==> src/rtl/b01_serial_adder_fsm.sv <==
// ============================================================================
// Module   : b01_serial_adder_fsm
// Brief    : Serial LSB-first 4-bit frame adder with carry-out overflow flag.
// Revision : 1.0
// ============================================================================
`default_nettype none

module b01_serial_adder_fsm (
  input  logic clock,
  input  logic reset,
  input  logic line1,
  input  logic line2,
  input  logic __obs,
  output logic outp,
  output logic overflw
);

  // No-carry positions 0..3 on A,B,C,WF0; carry positions 1..3 on F,G,WF1.
  // E is position 0 of a frame that follows a carry-out.
  typedef enum logic [2:0] {
    S_A   = 3'd0,
    S_B   = 3'd1,
    S_C   = 3'd2,
    S_WF0 = 3'd3,
    S_F   = 3'd4,
    S_G   = 3'd5,
    S_WF1 = 3'd6,
    S_E   = 3'd7
  } state_t;

  state_t state_q;
  logic   outp_q;
  logic   overflw_q;

  logic w_and;
  logic w_or;
  logic w_x;
  logic w_unused_obs;

  assign w_and = line1 & line2;
  assign w_or  = line1 | line2;
  assign w_x   = line1 ^ line2;

  // The observation strobe is deliberately kept out of every functional path.
  assign w_unused_obs = __obs;

  always_ff @(posedge clock) begin
    if (reset) begin
      state_q   <= S_A;
      outp_q    <= 1'b0;
      overflw_q <= 1'b0;
    end else begin
      case (state_q)
        S_A: begin
          state_q   <= w_and ? S_F : S_B;
          outp_q    <= w_x;
          overflw_q <= 1'b0;
        end
        S_E: begin
          state_q   <= w_and ? S_F : S_B;
          outp_q    <= w_x;
          overflw_q <= 1'b1;
        end
        S_B: begin
          state_q   <= w_and ? S_G : S_C;
          outp_q    <= w_x;
          overflw_q <= 1'b0;
        end
        S_F: begin
          state_q   <= w_or ? S_G : S_C;
          outp_q    <= ~w_x;
          overflw_q <= 1'b0;
        end
        S_C: begin
          state_q   <= w_and ? S_WF1 : S_WF0;
          outp_q    <= w_x;
          overflw_q <= 1'b0;
        end
        S_G: begin
          state_q   <= w_or ? S_WF1 : S_WF0;
          outp_q    <= ~w_x;
          overflw_q <= 1'b0;
        end
        S_WF0: begin
          state_q   <= w_and ? S_E : S_A;
          outp_q    <= w_x;
          overflw_q <= 1'b0;
        end
        S_WF1: begin
          state_q   <= w_or ? S_E : S_A;
          outp_q    <= ~w_x;
          overflw_q <= 1'b0;
        end
        default: begin
          state_q   <= S_A;
          outp_q    <= 1'b0;
          overflw_q <= 1'b0;
        end
      endcase
    end
  end

  assign outp    = outp_q;
  assign overflw = overflw_q;

endmodule

`default_nettype wire

==> config.mk <==
export PLATFORM = sky130hd
export DESIGN_NAME = b01_serial_adder_fsm
export DESIGN_NICKNAME = d
export VERILOG_FILES = /design/src/rtl/b01_serial_adder_fsm.sv
export SDC_FILE = /design/constraint.sdc
export NUM_CORES = 1
export LEC_CHECK = 0
export BUFFER_PORTS_ARGS = -buffer_cell sky130_fd_sc_hd__buf_2
export CAP_MARGIN = 0
export CELL_PAD_IN_SITES_DETAIL_PLACEMENT = 1
export CELL_PAD_IN_SITES_GLOBAL_PLACEMENT = 2
export CORE_AREA = 2 2 39 41
export DETAILED_ROUTE_END_ITERATION = 6
export DIE_AREA = 0 0 41 43
export HOLD_SLACK_MARGIN = 0.03
export PLACE_DENSITY_LB_ADDON = 0.1
export SYNTH_ARGS = -nofsm -noshare
export SYNTH_HDL_FRONTEND = slang
export SYNTH_SLANG_ARGS = --single-unit
export TNS_END_PERCENT = 30
==> constraint.sdc <==
create_clock -name clock -period 3.2 [get_ports clock]
set_clock_uncertainty 0.05 [all_clocks]
set_input_delay 0.48 -clock clock [delete_from_list [all_inputs] [get_ports clock]]
set_output_delay 0.48 -clock clock [all_outputs]
set_load 0.02 [all_outputs]
==> results of run 1 <==
metal layers:
layer / GRT usage (%) / wire length [um] / up-vias
met5: 0 / 0 / -
met4: 8.00 / 10 / 0
met3: 3.14 / 36 / 2
met2: 12.5 / 323 / 8
met1: 12.5 / 284 / 126
li1: - / - / 129
cell usage after synthesis:
| library cell | number |
|---|---|
| a21boi_2 | 1 |
| a21oi_1 | 1 |
| a221oi_1 | 1 |
| a31oi_1 | 2 |
| and3b_1 | 1 |
| buf_2 | 1 |
| dfxtp_1 | 5 |
| ha_1 | 4 |
| inv_1 | 4 |
| mux2i_1 | 1 |
| nand2b_1 | 1 |
| nand3_1 | 1 |
| nor2_1 | 3 |
| nor2b_1 | 1 |
| nor3_1 | 2 |
| nor3b_1 | 1 |
| o21ai_0 | 1 |
| or2_0 | 1 |
| xnor2_1 | 1 |
cells by family after synthesis:
| group | after synthesis | synth area share [%] |
|---|---|---|
| mux | 1 | 3.42 |
| buf+inv | 5 | 6.83 |
| xor+xnor | 1 | 2.99 |
| flops | 5 | 34.2 |
| fa+ha+maj | 4 | 17.1 |
| compound gates | 6 | 14.5 |
| simple gates | 11 | 20.9 |
placed cells by master (no fill, tap or decap):
| master | instances |
|---|---|
| buf_2 | 5 |
| dfxtp_1 | 5 |
| inv_1 | 4 |
| ha_1 | 4 |
| nor2_1 | 3 |
| clkbuf_4 | 3 |
| nor3_1 | 2 |
| a31oi_1 | 2 |
| nor2b_1 | 1 |
| and3b_1 | 1 |
| o21ai_0 | 1 |
| nand3_1 | 1 |
| or2_0 | 1 |
| a21oi_1 | 1 |
| nor3b_1 | 1 |
| nand2b_1 | 1 |
| a221oi_1 | 1 |
| a21boi_2 | 1 |
| mux2i_1 | 1 |
| xnor2_1 | 1 |
| clkbuf_1 | 1 |
where the power goes:
| part | total [uW] | internal, uW | switching (uW) |
|---|---|---|---|
| clock | 71.9 | 47.1 | 24.8 |
| sequential | 75.5 | 67.9 | 7.56 |
| combinational | 27.4 | 13.4 | 14.0 |
cell type report:
type                    instances  area share, %
clock buffers                   4           7.32
inverters                       4           4.18
multi-input cells              23           48.1
flip-flops and latches          5           27.9
well taps                      16           5.57
repair buffers                  5           6.97
stage by stage:
step	utilization (%)	setup slack [ns]	area [um^2]	hold slack [ns]
floorplan	-	1.96	293	0.426
global placement	24.1	1.76	333	0.478
detailed placement	24.1	1.77	333	0.487
CTS	25.9	1.97	359	0.410
global route	25.9	1.93	359	0.401
finish	25.9	1.98	359	0.412
state kept, by name, summed over array words and instances (netlist names):
register and flops:
overflw 1, outp 1, state_q 3
worst paths after layout:
path                      to  slack [ns]
setup / recovery     overflw        1.98
hold / removal    state_q[0]        0.41
setup reg to reg  state_q[2]        2.03
hold reg to reg      overflw        0.49
==> out/results.txt, run 1 <==
status: completed
Longest Clk Path Bufs: 2
# placed instances: 53
Startpoint Class: register
number of global-route vias before repair: 250
total CTS buffers: 3
Skew-Pair Late Insertion Delay: 0.24 ns
Yosys top cell area share: 34.2%
number of synthesis warnings: 0
final setup fails: 0
multi-input logic area: 173 um^2
RSZ-0062 raised after global routing: no
Synth cell types: 19
fin cells: 57
Sink Count: 5
layout cells sized above 1: 22.0%
hold-fix buffers at CTS: 0
Post-Syn Area: 293 um^2
Reg area: 100 um^2
number of stages on the worst setup path: 1
cell count after synthesis: 33
Slew headroom: 80.2%
Avg Vias per Cell: 4.65
CTS tree: yes
GRT Total Usage: 9.72%
Reg clk slew, reported paths: 0.04 ns
Cell Chain, Critical Path: buf_2
area leader, netlist: dfxtp_1
Vias: 265
Wirelength per Cell: 11.5 um
Mapped Nets: 42
Hold Crit Start: reset
critical path's top delay family: flip-flops
# DRC: 0
Iteration-0 DRC Markers: 7
NumNets Final: 51
Rows: 14
pin count of the biggest net entering global routing: 10
crit path max fanout: 1
diodes inserted: 0
Hold WC Path Type: input pin to register
Critical Path Slowest Stage Cell: dfxtp_1
root cell of the clock tree: clkbuf_4
port bufs: 5
Cells on Worst Hold Path: 2
post-synthesis sequential area ratio: 34.2%
critical path arrival: 0.69 ns
grt total ovfl: 0
worst slew pin tran: 0.297 ns
routed wire length: 654 um
filler instances: 171
dpl hpwl: 519 um
reg2reg path depth: 3
Data required, critical path: 2.67 ns
synthesized flop and latch total: 5
Pwr Density: 487 nW/um^2
Peak Freq: 0.818 GHz
worst setup path start: overflw
CP peak stage delay: 0.30 ns
die height: 43 um
maximum VDD drop: 96.7 uV
Worst Setup End Kind: output port
Worst Path Buf+Inv: 1
Final period util: 38.2%
Die Area: 1760 um^2
maxcap violations: 0
Pre-antenna DRT Iters: 4
mean post-synth cell area: 8.87 um^2
setup TNS: 0 ns
final slew viol count: 0
die width: 41 um
Static Leak: 0.000162 uW
fin crit period: 1.22 ns
final hold vios: 0
IO Count: 7
Pwr Total: 175 uW
critical path class: register to output port
Routed Antenna Nets: 0
Post-CTS Resized: 0
Setup Buffers After CTS: 0
initial core utilization: 21.2%
Max H-tree Level: 1
GPL Wtd Cong: 0.700
initial antenna violation count: 0
core area: 1380 um^2
area grow syn2layout: 22.6%
leading post-synthesis cells by cell area: dfxtp_1 34%, ha_1 17%, inv_1 5.1%
worst r2r src: state_q[2]
first-pass GRT wire length: 1090 um
Note: power is estimated with default switching activity, not from simulation.
==> inputs of run 2 (changes only) <==
clock period = 1.2 ns   (was 3.2 ns; I/O delays follow)
==> run 2 against run 1 <==
Compared with the run above:
- clock-buffer cell count did not move
- total power rose to 2.7 times the previous value
- wire length fell by 9.8%
- first-iteration DRC count fell by 86%
- cell count rose by 1.8%
- die area did not move
- sequential cell count did not move
- final area rose by 2.1%
- sequential share of layout area fell by 0.57 points
- critical path depth rose by 2
- largest power group unchanged
==> out/results.txt, run 2 (synthesis gave the netlist of run 1 again) <==
total CTS buffers: 3
Static Leak: 0.000168 uW
Die Area: 1760 um^2
Setup WS post-layout: 0.127 ns
diodes inserted: 0
root cell of the clock tree: clkbuf_4
Avg Vias per Cell: 4.12
NumNets Final: 52
final slew viol count: 0
Worst Setup End Kind: register
Post-CTS Resized: 0
Slew headroom: 82.8%
Data required, critical path: 1.27 ns
first-pass GRT wire length: 1040 um
initial core utilization: 21.2%
Wirelength per Cell: 10.2 um
final hold vios: 0
die width: 41 um
Rows: 14
Pre-antenna DRT Iters: 2
area grow syn2layout: 25.2%
Pwr Density: 1270 nW/um^2
max reg flops: 3
worst slack, placed: 0.0396 ns
maxcap violations: 0
Final period util: 89.4%
# placed instances: 54
Max H-tree Level: 1
Longest Clk Path Bufs: 2
status: completed
Sink Count: 5
Iteration-0 DRC Markers: 1
critical path class: register to register
fin crit period: 1.07 ns
Reg clk slew, reported paths: 0.04 ns
CTS tree: yes
# DRC: 0
pin count of the biggest net entering global routing: 8
final setup fails: 0
IO Count: 7
Vias: 239
dpl hpwl: 490 um
port bufs: 5
number of global-route vias before repair: 252
hold-fix buffers at CTS: 0
core area: 1380 um^2
RSZ-0062 raised after global routing: no
Setup Buffers After CTS: 0
Biggest register: state_q
crit path max fanout: 6
fin cells: 58
setup TNS: 0 ns
Startpoint Class: register
Peak Freq: 0.932 GHz
GPL Wtd Cong: 0.697
Finished Core Util: 26.5%
critical path arrival: 1.15 ns
initial antenna violation count: 0
die height: 43 um
Hold WC Path Type: input pin to register
routed wire length: 590 um
most frequent cells in the layout: 5 x buf_2, 5 x dfxtp_1, 4 x inv_1, 4 x ha_1
worst slew pin tran: 0.258 ns
grt total ovfl: 0
layout cells sized above 1: 23.8%
Routed Antenna Nets: 0
Skew-Pair Late Insertion Delay: 0.23 ns
GRT Total Usage: 8.81%
maximum VDD drop: 218 uV
[run 2: critical path: stages, from the launching register on]
cell and delay (ns):
dfxtp_1 0.39, a21boi_2 0.24, mux2i_1 0.24, nor2_1 0.05
[run 2: cell type report]
cell class / count / area, um^2
inverters: 4 / 15.0
well taps: 16 / 20.0
repair buffers: 6 / 32.5
fillers: 179 / 1020
clock buffers: 4 / 26.3
multi-input cells: 23 / 173
flip-flops and latches: 5 / 100
[run 2: power by group]
group | total (uW) | internal, uW | leakage [uW] | switching (uW)
registers | 198 | 181 | 0.0000413 | 16.6
clock network | 190 | 125 | 0.0000150 | 64.2
logic | 76.5 | 38.2 | 0.000111 | 38.3
total | 464 | 345 | 0.000168 | 119
[run 2: layer usage]
metal  vias up  part of all wire, %  track usage, %
li1        129                    -               -
met1       104                   47            10.8
met2         4                   48            13.1
met3         2                  3.2               0
met4         0                  1.4            8.00
met5         -                    0               0
[run 2: path summary, 6_finish.rpt]
check                                start          to  slack [ns]  depth (start not counted)
worst min register to register  state_q[1]     overflw        0.48                          2
worst max-delay path            state_q[2]  state_q[2]        0.13                          3
worst min-delay path                 reset        outp        0.12                          2
worst max register to register  state_q[2]  state_q[2]        0.13                          3
[run 2: metrics by stage]
step / total power (uW) / instance area, um^2 / hold slack [ns]
after floorplan: 251 / 293 / 0.199
after global placement: 279 / 340 / 0.362
after detailed placement: 279 / 340 / 0.367
after CTS: 474 / 367 / 0.116
after global routing: 498 / 367 / 0.128
final: 464 / 367 / 0.119
